File: config.mk
export PLATFORM = sky130hd
export DESIGN_NAME = approx_err_accum_flat
export DESIGN_NICKNAME = d
export VERILOG_FILES = /design/src/rtl/approx_err_accum_if.sv /design/src/rtl/approx_err_accum.sv /design/src/flat_wrapper.sv
export SDC_FILE = /design/constraint.sdc
export NUM_CORES = 1
export LEC_CHECK = 0
export BUFFER_PORTS_ARGS = -buffer_cell sky130_fd_sc_hd__buf_2
export CAP_MARGIN = 20
export CORE_MARGIN = 4
export CORE_UTILIZATION = 54
export CTS_CLUSTER_DIAMETER = 150
export CTS_CLUSTER_SIZE = 12
export DETAILED_ROUTE_END_ITERATION = 10
export MAX_ROUTING_LAYER = met4
export PLACE_DENSITY = 0.86
export SLEW_MARGIN = 30
export SYNTH_ARGS = -nofsm -noshare
export SYNTH_HDL_FRONTEND = slang
export SYNTH_SLANG_ARGS = --single-unit
File: constraint.sdc
create_clock -name clk -period 4.2 [get_ports clk]
set_input_delay 0.42 -clock clk [delete_from_list [all_inputs] [get_ports clk]]
set_output_delay 0.42 -clock clk [all_outputs]
set_load 0.005 [all_outputs]
File: src/rtl/approx_err_accum_if.sv
// Sample stream into the error accumulator: approximate/exact product pair with valid/ready.
// The master drives a sample and holds it until the cycle in_ready is seen high.
interface approx_err_accum_if #(
    parameter int PW = 17
);
    logic          in_valid;
    logic          in_ready;
    logic [PW-1:0] prod_apx;
    logic [PW-1:0] prod_exact;

    modport master (
        output in_valid,
        output prod_apx,
        output prod_exact,
        input  in_ready
    );

    modport slave (
        input  in_valid,
        input  prod_apx,
        input  prod_exact,
        output in_ready
    );
endinterface

File: src/rtl/approx_err_accum.sv
// Error-distance statistics (sum/max/count of |apx-exact|) over an N-sample run; results lag a transfer by 2 edges.
// Backpressure: in_ready only in RUN while fewer than N samples accepted; no bubbles for back-to-back input.
module approx_err_accum #(
    parameter int PW    = 17,
    parameter int CNT_W = 16,
    parameter int ACC_W = 33
) (
    input  logic               clk,
    input  logic               rst_n,
    input  logic               start,
    input  logic [CNT_W-1:0]   num_samples,
    approx_err_accum_if.slave  smp,
    output logic               busy,
    output logic               done,
    output logic [ACC_W-1:0]   sum_ed,
    output logic [PW-1:0]      max_ed,
    output logic [CNT_W-1:0]   err_count,
    output logic [CNT_W-1:0]   sample_count
);

    typedef enum logic [1:0] {
        S_IDLE  = 2'd0,
        S_RUN   = 2'd1,
        S_DRAIN = 2'd2,
        S_DONE  = 2'd3
    } state_t;

    state_t           state;
    state_t           state_nxt;
    logic [CNT_W-1:0] n_lat;

    logic             ready;
    logic             start_ok;
    logic             xfer;
    logic             last_xfer;
    logic             drain_end;

    // Input capture stage, so the ED subtract sees registered operands
    logic             s0_vld;
    logic             s0_last;
    logic [PW-1:0]    s0_apx;
    logic [PW-1:0]    s0_exact;

    logic             s1_vld;
    logic             s1_last;
    logic             s1_err;
    logic [PW-1:0]    s1_ed;

    logic [PW-1:0]    ed_c;
    logic [ACC_W:0]   sum_wide;
    logic [ACC_W-1:0] sum_nxt;

    assign start_ok  = start && ((state == S_IDLE) || (state == S_DONE));
    assign xfer      = smp.in_valid && ready;
    assign last_xfer = xfer && (sample_count == (n_lat - CNT_W'(1)));
    assign drain_end = s1_vld && s1_last;
    assign smp.in_ready = ready;

    // State register
    always_ff @(posedge clk or negedge rst_n) begin
        if (!rst_n) begin
            state <= S_IDLE;
        end else begin
            state <= state_nxt;
        end
    end

    // Next-state logic
    always_comb begin
        state_nxt = state;
        case (state)
            S_IDLE, S_DONE: begin
                if (start_ok) begin
                    state_nxt = (num_samples == '0) ? S_DONE : S_RUN;
                end
            end
            S_RUN: begin
                if (last_xfer) begin
                    state_nxt = S_DRAIN;
                end
            end
            S_DRAIN: begin
                if (drain_end) begin
                    state_nxt = S_DONE;
                end
            end
            default: state_nxt = S_IDLE;
        endcase
    end

    // Outputs decoded from state and counter only, never from in_valid
    always_comb begin
        busy  = 1'b0;
        ready = 1'b0;
        case (state)
            S_RUN: begin
                busy  = 1'b1;
                ready = (sample_count < n_lat);
            end
            S_DRAIN: busy = 1'b1;
            default: begin
                busy  = 1'b0;
                ready = 1'b0;
            end
        endcase
    end

    always_comb begin
        ed_c     = (s0_apx >= s0_exact) ? (s0_apx - s0_exact) : (s0_exact - s0_apx);
        sum_wide = (ACC_W+1)'(sum_ed) + (ACC_W+1)'(s1_ed);
        sum_nxt  = sum_wide[ACC_W] ? {ACC_W{1'b1}} : sum_wide[ACC_W-1:0];
    end

    always_ff @(posedge clk or negedge rst_n) begin
        if (!rst_n) begin
            s0_vld   <= 1'b0;
            s0_last  <= 1'b0;
            s0_apx   <= '0;
            s0_exact <= '0;
            s1_vld   <= 1'b0;
            s1_last  <= 1'b0;
            s1_err   <= 1'b0;
            s1_ed    <= '0;
        end else begin
            s0_vld <= xfer;
            s1_vld <= s0_vld;
            if (xfer) begin
                s0_apx   <= smp.prod_apx;
                s0_exact <= smp.prod_exact;
                s0_last  <= last_xfer;
            end
            if (s0_vld) begin
                s1_ed   <= ed_c;
                s1_err  <= (ed_c != '0);
                s1_last <= s0_last;
            end
        end
    end

    always_ff @(posedge clk or negedge rst_n) begin
        if (!rst_n) begin
            n_lat        <= '0;
            done         <= 1'b0;
            sum_ed       <= '0;
            max_ed       <= '0;
            err_count    <= '0;
            sample_count <= '0;
        end else begin
            done <= (start_ok && (num_samples == '0)) || ((state == S_DRAIN) && drain_end);
            if (start_ok) begin
                n_lat        <= num_samples;
                sum_ed       <= '0;
                max_ed       <= '0;
                err_count    <= '0;
                sample_count <= '0;
            end else begin
                if (xfer) begin
                    sample_count <= sample_count + CNT_W'(1);
                end
                // Saturation is sticky: once all ones, adding any ED keeps all ones
                if (s1_vld) begin
                    sum_ed <= sum_nxt;
                    if (s1_ed > max_ed) begin
                        max_ed <= s1_ed;
                    end
                    if (s1_err && (err_count != {CNT_W{1'b1}})) begin
                        err_count <= err_count + CNT_W'(1);
                    end
                end
            end
        end
    end

endmodule

File: src/flat_wrapper.sv
// flat-port wrapper written by rule: the top's interface ports become plain ports
module approx_err_accum_flat 
#(
    parameter int PW    = 17,
    parameter int CNT_W = 16,
    parameter int ACC_W = 33
)
  (clk, rst_n, start, num_samples, busy, done, sum_ed, max_ed, err_count, sample_count, smp_in_valid, smp_prod_apx, smp_prod_exact, smp_in_ready);
  approx_err_accum_if #(.PW(PW)) smp_i ();
  input  logic clk;
  input  logic rst_n;
  input  logic start;
  input  logic [CNT_W-1:0] num_samples;
  output logic busy;
  output logic done;
  output logic [ACC_W-1:0] sum_ed;
  output logic [PW-1:0] max_ed;
  output logic [CNT_W-1:0] err_count;
  output logic [CNT_W-1:0] sample_count;
  input wire logic [$bits(smp_i.in_valid)-1:0] smp_in_valid;
  input wire logic [$bits(smp_i.prod_apx)-1:0] smp_prod_apx;
  input wire logic [$bits(smp_i.prod_exact)-1:0] smp_prod_exact;
  output wire logic [$bits(smp_i.in_ready)-1:0] smp_in_ready;
  assign smp_i.in_valid = smp_in_valid;
  assign smp_i.prod_apx = smp_prod_apx;
  assign smp_i.prod_exact = smp_prod_exact;
  assign smp_in_ready = smp_i.in_ready;
  approx_err_accum #(.PW(PW), .CNT_W(CNT_W), .ACC_W(ACC_W)) u_core (.clk(clk), .rst_n(rst_n), .start(start), .num_samples(num_samples), .smp(smp_i), .busy(busy), .done(done), .sum_ed(sum_ed), .max_ed(max_ed), .err_count(err_count), .sample_count(sample_count));
endmodule
==> results of run 1 <==
-- flip-flops by register name, summed over array words and instances, names as in the netlist --
name                 cells
u_core.s0_exact         17
u_core.s0_vld            1
u_core.done              1
u_core.s1_vld            1
u_core.s1_err            1
u_core.s0_last           1
u_core.err_count        16
u_core.s1_last           1
u_core.sample_count     16
u_core.s0_apx           17
u_core.sum_ed           33
u_core.s1_ed            17
u_core.max_ed           17
u_core.state             2
u_core.n_lat            16
-- Yosys cell counts (6+ instances only) --
cell / count
sky130_fd_sc_hd__and4_1: 6
sky130_fd_sc_hd__clkbuf_1: 39
sky130_fd_sc_hd__and3_1: 14
sky130_fd_sc_hd__nand4_1: 27
sky130_fd_sc_hd__o21ai_0: 106
sky130_fd_sc_hd__nor2_1: 107
sky130_fd_sc_hd__mux2i_1: 30
sky130_fd_sc_hd__a21o_1: 27
sky130_fd_sc_hd__mux2_2: 11
sky130_fd_sc_hd__a21oi_1: 56
sky130_fd_sc_hd__nor2b_1: 14
sky130_fd_sc_hd__o21a_1: 17
sky130_fd_sc_hd__buf_2: 6
sky130_fd_sc_hd__or3_1: 8
sky130_fd_sc_hd__inv_1: 96
sky130_fd_sc_hd__o21ai_1: 6
sky130_fd_sc_hd__a211oi_1: 16
sky130_fd_sc_hd__ha_1: 89
sky130_fd_sc_hd__xnor2_1: 34
sky130_fd_sc_hd__a311oi_1: 6
sky130_fd_sc_hd__nand3_1: 29
sky130_fd_sc_hd__and2_1: 9
sky130_fd_sc_hd__xor2_1: 34
sky130_fd_sc_hd__a31oi_1: 21
sky130_fd_sc_hd__nor4_1: 14
sky130_fd_sc_hd__nand2_1: 107
sky130_fd_sc_hd__o211ai_1: 10
sky130_fd_sc_hd__dfrtp_1: 157
sky130_fd_sc_hd__nor3_1: 18
-- cell families (layout without fill, tap and decap cells) --
kind of cell,Yosys count,after routing,share of synthesized area [%]
flops,157,157,37.6
simple gates,375,375,17.4
mux,42,42,4.20
compound gates,312,312,18.8
xor+xnor,68,68,5.69
fa+ha+maj,92,92,11.2
buf+inv,142,277,5.17
-- placed cells by master, fill, tap and decap left out, drive strengths merged, types with 17 or more instances in the layout --
cell type / synthesis / final
nand4: 27 / 27
nand2: 108 / 108
inv: 96 / 100
nor3: 20 / 20
a211oi: 17 / 17
o21a: 17 / 17
dfrtp: 157 / 157
clkbuf: 39 / 19
a21oi: 56 / 56
xnor2: 34 / 34
nand3: 29 / 29
xor2: 34 / 34
ha: 89 / 89
buf: 7 / 149
a21o: 27 / 27
mux2i: 30 / 30
o21ai: 112 / 112
a31oi: 21 / 21
nor2: 108 / 108
-- metal layers --
layer  wire length (µm)  GRT usage, %  share of wire, %
met4                480          7.18               1.8
met1              12200          34.5                46
met5                  0             -                 0
met3               1420          4.26               5.4
met2              12400          38.7                47
-- final timing paths --
check	from	to	slack [ns]	cells after the start
min reg2reg	u_core.s0_last	u_core.s1_last	0.51	1
min	rst_n	u_core.sample_count[7]	0.02	1
max in group asynchronous	rst_n	u_core.s0_exact[1]	3.17	2
max	u_core.s0_exact[6]	u_core.s1_err	0.61	11
min in group clk	smp_prod_apx[8]	u_core.s0_apx[8]	0.19	3
max reg2reg	u_core.s0_exact[6]	u_core.s1_err	0.61	11
-- cell type report --
type                            count  area [µm²]
Sequential cell                   157        3930
Clock inverter                     13         210
Tap cell                          260         325
Fill cell                        1623        6860
Inverter                           96         360
Clock buffer                       19         433
Timing Repair Buffer              149         779
Multi-Input combinational cell    889        5990
-- through the flow --
stage / cell area, µm² / setup WS (ns)
finish: 12000 / 0.613
global route: 12000 / 0.405
CTS: 12000 / 0.670
detailed placement: 11400 / 0.700
global placement: 11400 / 0.800
floorplan: 10500 / 1.18
-- where the power goes --
part           total [W]  leakage [nW]  switching, W  internal (W)
clock network    0.00172         0.314      0.000655       0.00106
registers        0.00246          2.02      0.000461       0.00200
logic            0.00609          3.48       0.00368       0.00242
total             0.0103          5.82       0.00479       0.00548
==> impl_metrics.ini, run 1 <==
[grt]
grt-ovfl-total = 0
grt_util_all_layers_pct = 25.1
vias_in_the_first_global_route = 8748
grt_first_pass_wirelength_um = 43600
antenna_found_initial = 0
largest_net_degree_at_the_start_of_global_routing = 97

[sta]
final_hold_slack_ns = 0.0166
max_freq_ghz = 0.279
timing.final.crit_period_ns = 3.59
rsz0062_at_grt = no
slew_headroom_pct = 34.9
setup-violations-final = 0
skew_ns = 0.0101
worst_pin_slew_ns = 0.977
finalCritPeriodShare_pct = 85.4
hold_viol_final = 0
fin_setup_tns_ns = 0
final_max_slew_viol_count = 0

[floorplanning]
placementRows = 50
die_h_um = 147
ioPinCount = 139
core-area_mm2 = 0.0189
die_width_um = 147
initial_standard_cell_utilization_of_the_core_pct = 55.4
die_area_mm2 = 0.0217

[logic_synthesis]
synth_enable_flop_cells = 0
syn-instance-count = 1188
synth_nets = 1334
async_reset_ff_share_pct = 100
syn_avg_cell_area_um2 = 8.81
synth-seq-cells = 157
library_cells_used_by_synthesis = 67
synth_flop_cell = sky130_fd_sc_hd__dfrtp_1
yosysSeqAreaShare_pct = 37.6
synth_area_mm2 = 0.0105
netlist_top_cells_area = sky130_fd_sc_hd__dfrtp_1 (38%), sky130_fd_sc_hd__ha_1 (11%), sky130_fd_sc_hd__o21ai_0 (5.1%)
netlist.area_leader.share_pct = 37.6
yosysWarningCount = 0
synth_top_area_cell = sky130_fd_sc_hd__dfrtp_1

[worst_setup_path]
criticalPathCategory = reg -> reg
worst_ep_arrival_time_ns = 3.88
path_cells = inv_1, ha_1, nand4_1, nor4_1, a211oi_2, o21ai_1, o2bb2ai_1, xor2_1, or4b_1, nor4b_1, a31oi_1
slowest_cell_delay_on_critical_path_ns = 0.53
worst-path-buf-inv = 1
cp_data_required_time_ns = 4.49
worst_path_max_delay_cell = sky130_fd_sc_hd__or4b_1
path_delay_family = simple AND/OR/NAND/NOR gates
cp_max_fo = 11
setup.worst_path.start_class = register
end_kind = register

[routing]
drt-wirelength-per-cell_um = 16.7
drtIter0Drc = 698
vias_per_cell = 5.87
routed_wirelength_um = 26500
ant_nets = 0
drc = 0
drt_first_pass_iters = 5
num_vias = 9291

[placed_design]
place_congestion = 0.986
dp.cells = 1551
port-buffer-count = 138
final_hpwl_from_detailed_placement_um = 19900

[cts]
number_of_hold_buffers_added_after_cts = 0
postCtsResizedCells = 0
cts_tree = built
cts_root_buf = sky130_fd_sc_hd__clkbuf_16
clkSlewWorstSetupHoldPaths_ns = 0.06
cts_buffer_depth = 2
cts.repair_timing.setup_buffer_count = 0
clock_sinks = 157
worstSkewPairLatency_ns = 0.43
cts.htree.levels = 4
tritoncts_buffer_count = 17

[job]
maxCapViolCount = 0

[power_and_ir_drop]
total_power_w = 0.0103
leakagePower_nw = 5.82
cellPowerDensity_mw_per_mm2 = 854
power.ir.vdd_worst_uv = 485

[final_layout]
finalNetCount = 1456
final_layout_size_suffix_gt1_share_pct = 15.7
num_antenna_cells = 0
area_growth_syn_to_layout_pct = 15.0
post_layout_nonfiller_instances = 1583
postLayoutCoreUtil_pct = 63.7

[min_path]
min_delay_path_class = in -> async

[run_status]
result_of_the_run = finished, final reports clean
Note: power is estimated with default switching activity, not from simulation.
==> run 2, diff against run 1 <==
CORE_UTILIZATION = 31   (was 54)
PLACE_DENSITY = 0.59   (was 0.86)
==> run 2 against run 1 <==
Sequential cell count stayed put; utilization is 27 points lower; first-iteration DRC count is 32% lower; worst setup slack worse by 0.066 ns; die area is 70% higher; sequential power hardly changed; combinational power is 1% higher; routed wire length is 12% higher; final area is 2.1% higher; register-to-register slack worse by 0.07 ns; largest cell class unchanged.
==> impl_metrics.ini, run 2 (synthesized netlist as in run 1, its figures left out) <==
[floorplanning]
initial_standard_cell_utilization_of_the_core_pct = 31.3
placementRows = 67
die_width_um = 192
ioPinCount = 139
core-area_mm2 = 0.0334
die_area_mm2 = 0.0367
die_h_um = 192

[sta]
hold_viol_final = 0
rsz0062_at_grt = no
fin_setup_tns_ns = 0
final_max_slew_viol_count = 0
fin_ws_ns = 0.548
setup-violations-final = 0
skew_ns = 0.0127
finalCritPeriodShare_pct = 87.0
worst_pin_slew_ns = 0.774
max_freq_ghz = 0.274
timing.final.crit_period_ns = 3.65
slew_headroom_pct = 48.4

[cts]
postCtsResizedCells = 0
cts.htree.levels = 4
tritoncts_buffer_count = 17
clock_sinks = 157
cts_root_buf = sky130_fd_sc_hd__clkbuf_16
clkSlewWorstSetupHoldPaths_ns = 0.07
worstSkewPairLatency_ns = 0.44
cts_buffer_depth = 2
cts.repair_timing.setup_buffer_count = 0
number_of_hold_buffers_added_after_cts = 0
cts_tree = built

[placed_design]
place_congestion = 0.893
dpl_cell_area_mm2 = 0.0117
place_ws_ns = 0.522
final_hpwl_from_detailed_placement_um = 22700
port-buffer-count = 138

[final_layout]
layout.cells.most_common = sky130_fd_sc_hd__dfrtp_1
largest_register_ff_count = 33
fill_cells = 3486
mostFrequentLayoutCells = sky130_fd_sc_hd__dfrtp_1 (157), sky130_fd_sc_hd__buf_2 (137), sky130_fd_sc_hd__nor2_1 (107), sky130_fd_sc_hd__nand2_1 (107), sky130_fd_sc_hd__o21ai_0 (106)
finalNetCount = 1459
regMostFlops = u_core.sum_ed
register_area_mm2 = 0.00393
final_layout_size_suffix_gt1_share_pct = 16.1
area_growth_syn_to_layout_pct = 17.4
multiInputGateArea_mm2 = 0.00600
num_antenna_cells = 0
final_area_mm2 = 0.0123

[worst_setup_path]
path_delay_family = simple AND/OR/NAND/NOR gates
r2r_setup_slack_ns = 0.55
setup.worst_path.start_class = register
worst_path_max_delay_cell = sky130_fd_sc_hd__or4b_1
slowest_cell_delay_on_critical_path_ns = 0.52
worst_r2r_startpoint = u_core.s0_exact[6]
end_kind = register
criticalPathCategory = reg -> reg
path_cells = inv_1, ha_1, nand4_1, nor4_1, a211oi_2, o21ai_1, o2bb2ai_1, xor2_1, or4b_1, nor4b_1, a31oi_1
cp_max_fo = 11
worst_ep_arrival_time_ns = 3.95
worst-path-buf-inv = 1
critical_path.reg2reg.endpoint = u_core.s1_err
ff2ff_path_depth = 11
cp_data_required_time_ns = 4.50

[run_status]
result_of_the_run = finished, final reports clean

[routing]
routed_wirelength_um = 29600
drt_first_pass_iters = 5
drc = 0
num_vias = 9060
vias_per_cell = 5.11
ant_nets = 0
drt-wirelength-per-cell_um = 16.7
drtIter0Drc = 478

[job]
maxCapViolCount = 0

[power_and_ir_drop]
total_power_w = 0.0103
power.ir.vdd_worst_uv = 337
cellPowerDensity_mw_per_mm2 = 835
leakagePower_nw = 5.83

[grt]
grt_util_all_layers_pct = 16.7
largest_net_degree_at_the_start_of_global_routing = 93
vias_in_the_first_global_route = 8900
antenna_found_initial = 0
grt-ovfl-total = 0
grt_first_pass_wirelength_um = 48100

[min_path]
min_delay_path_class = in -> async
==> run 2: layer usage <==
metal  up-vias  routed length (µm)  global-route usage [%]
met2       188               13500                    25.7
met5         -                   0                       -
li1       4476                   -                       -
met3        21                1130                    2.73
met4         0                 318                    3.98
met1      4375               14600                    23.3
==> run 2: how the worst max path moves through the flow <==
stage	slack (ns)	to	start	cells past startpoint
after global placement	0.64	u_core.s1_err	u_core.s0_exact[6]	11
after floorplan	1.18	u_core.s1_err	u_core.s0_exact[5]	12
after CTS	0.52	u_core.s1_err	u_core.s0_exact[6]	11
after detailed placement	0.52	u_core.s1_err	u_core.s0_exact[6]	11
final	0.55	u_core.s1_err	u_core.s0_exact[6]	11
after global routing	0.25	u_core.s1_err	u_core.s0_exact[1]	11
==> run 2: cell type report <==
cell class / instances / area share, %
clock inverters: 14 / 1.45
flip-flops and latches: 157 / 32.0
clock buffers: 18 / 3.58
repair buffers: 152 / 6.65
well taps: 448 / 4.56
multi-input cells: 889 / 48.8
inverters: 96 / 2.93
==> run 2: stage by stage <==
stage | hold WS [ns] | utilization, % | cells
floorplan | 0.124 | - | 1188
global placement | 0.494 | 34.9 | 1742
detailed placement | 0.502 | 34.9 | 1742
CTS | 0.0915 | 36.7 | 1774
global route | 0.104 | 36.7 | 1774
finish | 0.0443 | 36.7 | 1774
==> run 2: worst reg2reg max path, cell delays in order (launching register included) <==
cell,delay [ns]
sky130_fd_sc_hd__dfrtp_1,0.35
sky130_fd_sc_hd__inv_1,0.06
sky130_fd_sc_hd__ha_1,0.51
sky130_fd_sc_hd__nand4_1,0.28
sky130_fd_sc_hd__nor4_1,0.38
sky130_fd_sc_hd__a211oi_2,0.18
sky130_fd_sc_hd__o21ai_1,0.41
sky130_fd_sc_hd__o2bb2ai_1,0.20
sky130_fd_sc_hd__xor2_1,0.20
sky130_fd_sc_hd__or4b_1,0.52
sky130_fd_sc_hd__nor4b_1,0.31
sky130_fd_sc_hd__a31oi_1,0.11
==> run 2: report_power, final <==
| group | internal (W) | switching, W | leakage, nW |
|---|---|---|---|
| Combinational | 0.00244 | 0.00372 | 3.50 |
| Sequential | 0.00200 | 0.000468 | 2.02 |
| Clock | 0.000917 | 0.000716 | 0.303 |
==> run 3, diff against run 2 <==
clock period = 3.55 ns   (was 4.2 ns; I/O delays follow)
==> run 3 against run 2 <==
Final area increased by 0.96%; global-route usage about the same; critical path type unchanged; fmax increased by 13%; sequential cell count unchanged; final cell count increased by 0.90%; sequential share of layout area decreased by 0.30 points; largest cell class unchanged; sequential power increased by 18%; via count decreased by 0.46%; total power increased by 21%; hold slack improved by 0.074 ns.
==> impl_metrics.ini, run 3 (synthesized netlist as in run 1, its figures left out) <==
[grt]
grt-ovfl-total = 0
grt_first_pass_wirelength_um = 47800
largest_net_degree_at_the_start_of_global_routing = 84
grt_util_all_layers_pct = 16.7
antenna_found_initial = 1
vias_in_the_first_global_route = 8642

[routing]
drt-wirelength-per-cell_um = 16.5
drtIter0Drc = 526
vias_per_cell = 5.04
num_vias = 9018
routed_wirelength_um = 29500
ant_nets = 0
drc = 0
drt_first_pass_iters = 5

[power_and_ir_drop]
power.switching_fraction_pct = 48.4
net-switching-power_w = 0.00598
total_power_w = 0.0124
seqPwrFrac_pct = 23.6
clockPowerShare_pct = 15.1
pwr-share-comb_pct = 61.3
p_int_w = 0.00638
cellPowerDensity_mw_per_mm2 = 997
power.ir.vdd_worst_uv = 399
leakagePower_nw = 5.89

[final_layout]
fill_cells = 3426
largest_register_ff_count = 33
multiInputGateArea_mm2 = 0.00602
layout.cells.most_common = sky130_fd_sc_hd__dfrtp_1
area_growth_syn_to_layout_pct = 18.5
finalNetCount = 1474
mostFrequentLayoutCells = sky130_fd_sc_hd__dfrtp_1 (157), sky130_fd_sc_hd__buf_2 (137), sky130_fd_sc_hd__nor2_1 (107), sky130_fd_sc_hd__nand2_1 (107), sky130_fd_sc_hd__o21ai_0 (106)
final_area_mm2 = 0.0124
final_layout_size_suffix_gt1_share_pct = 17.4
register_area_mm2 = 0.00393
regMostFlops = u_core.sum_ed

[floorplanning]
die_h_um = 192
placementRows = 67
ioPinCount = 139
core-area_mm2 = 0.0334
die_area_mm2 = 0.0367
initial_standard_cell_utilization_of_the_core_pct = 31.3
die_width_um = 192

[worst_setup_path]
path_cells = inv_1, ha_1, a21o_1, a211oi_1, nor2_1, o21a_2, nor2_4, buf_4, mux2i_1, xnor2_1, a2111oi_0, a31oi_1
crit_cells = 12
cp_data_required_time_ns = 3.85
path_delay_family = compound AO/OA/AOI/OAI gates
end_kind = register
worst_path_max_delay_cell = sky130_fd_sc_hd__ha_1
worst_ep_arrival_time_ns = 3.54
worst-path-buf-inv = 2
cp_max_fo = 10
criticalPathCategory = reg -> reg
ff2ff_path_depth = 12
setup.worst_path.start_class = register
slowest_cell_delay_on_critical_path_ns = 0.42

[sta]
worst_pin_slew_ns = 0.797
timing.final.crit_period_ns = 3.24
setup-violations-final = 0
rsz0062_at_grt = no
skew_ns = 0.0126
fin_ws_ns = 0.312
slew_headroom_pct = 46.9
finalCritPeriodShare_pct = 91.2
max_freq_ghz = 0.309
hold_viol_final = 0
final_max_slew_viol_count = 0
final_hold_slack_ns = 0.118

[cts]
clock_sinks = 157
worstSkewPairLatency_ns = 0.44
clkSlewWorstSetupHoldPaths_ns = 0.08
cts.htree.levels = 4
tritoncts_buffer_count = 17
cts_buffer_depth = 2
cts_tree = built
cts_root_buf = sky130_fd_sc_hd__clkbuf_16

[placed_design]
final_hpwl_from_detailed_placement_um = 22700
port-buffer-count = 138
place_ws_ns = -0.0555
dpl_cell_area_mm2 = 0.0118
place_congestion = 0.921

[job]
maxCapViolCount = 0

[min_path]
min_delay_path_class = in -> reg
depth_of_the_worst_hold_timing_path = 3

[run_status]
result_of_the_run = finished, final reports clean
-- run 3: cell count changes in the layout (fill, tap and decap cells not counted), sizes merged --
cell         delta
clkbuf          -2
diode           +1
dlygate4sd3     +1
buf            +15
inv             +3
bufinv          -2
-- run 3: worst paths after layout --
path	start	end	slack, ns
max	u_core.s0_exact[5]	u_core.s1_err	0.31
min	smp_prod_apx[0]	u_core.s0_apx[0]	0.12
max reg2reg	u_core.s0_exact[5]	u_core.s1_err	0.31
min reg2reg	u_core.s0_last	u_core.s1_last	0.51
max in group asynchronous	rst_n	u_core.s0_exact[2]	2.16
min in group asynchronous	rst_n	u_core.sample_count[2]	0.53
-- run 3: cell type report --
class / count / area share, %
Tap cell: 448 / 4.52
Sequential cell: 157 / 31.7
Multi-Input combinational cell: 889 / 48.5
Inverter: 96 / 2.91
Timing Repair Buffer: 167 / 7.60
Clock inverter: 15 / 1.32
Antenna cell: 1 / 0.0202
Clock buffer: 17 / 3.43
-- run 3: per-stage QoR --
stage | setup TNS, ns | instances | util (%)
after floorplan | 0 | 1188 | -
after global placement | 0 | 1753 | 35.2
after detailed placement | -0.0555 | 1753 | 35.2
after CTS | 0 | 1786 | 37.0
after global routing | 0 | 1790 | 37.1
final | 0 | 1790 | 37.1
-- run 3: repair_timing --
action | 4_1_cts | 5_1_grt
hold endpoints to repair | 19 | 0
setup buffers | 0 | 3
resized for setup | 1 | 3
endpoints found under the setup margin | 1 | 2
pin swaps | 0 | 1
hold buffers | 1 | 0
-- run 3: layer usage --
metal / up-vias / GRT usage, % / part of all wire, %
met3: 23 / 2.58 / 3.3
met2: 167 / 25.3 / 45
met5: - / - / 0
met1: 4307 / 23.7 / 50
li1: 4521 / - / -
met4: 0 / 3.81 / 1.1
-- run 3: worst reg2reg max path: cells and delay by family, from the launching register on --
family	cells	cell delay, ns
flip-flops	1	0.35
adder cells (fa/ha/maj)	1	0.42
AO/OA/AOI/OAI	5	1.42
multiplexers	1	0.21
XOR/XNOR	1	0.15
buffers and inverters	2	0.23
AND/OR/NAND/NOR	2	0.31
-- run 3: power by group through the flow --
stage | clock network [W] | registers (W) | logic (W)
after floorplan | 0 | 0.00278 | 0.00533
after global placement | 0 | 0.00293 | 0.00745
after detailed placement | 0 | 0.00295 | 0.00744
after CTS | 0.00193 | 0.00292 | 0.00750
after global routing | 0.00200 | 0.00301 | 0.00848
final | 0.00187 | 0.00292 | 0.00758
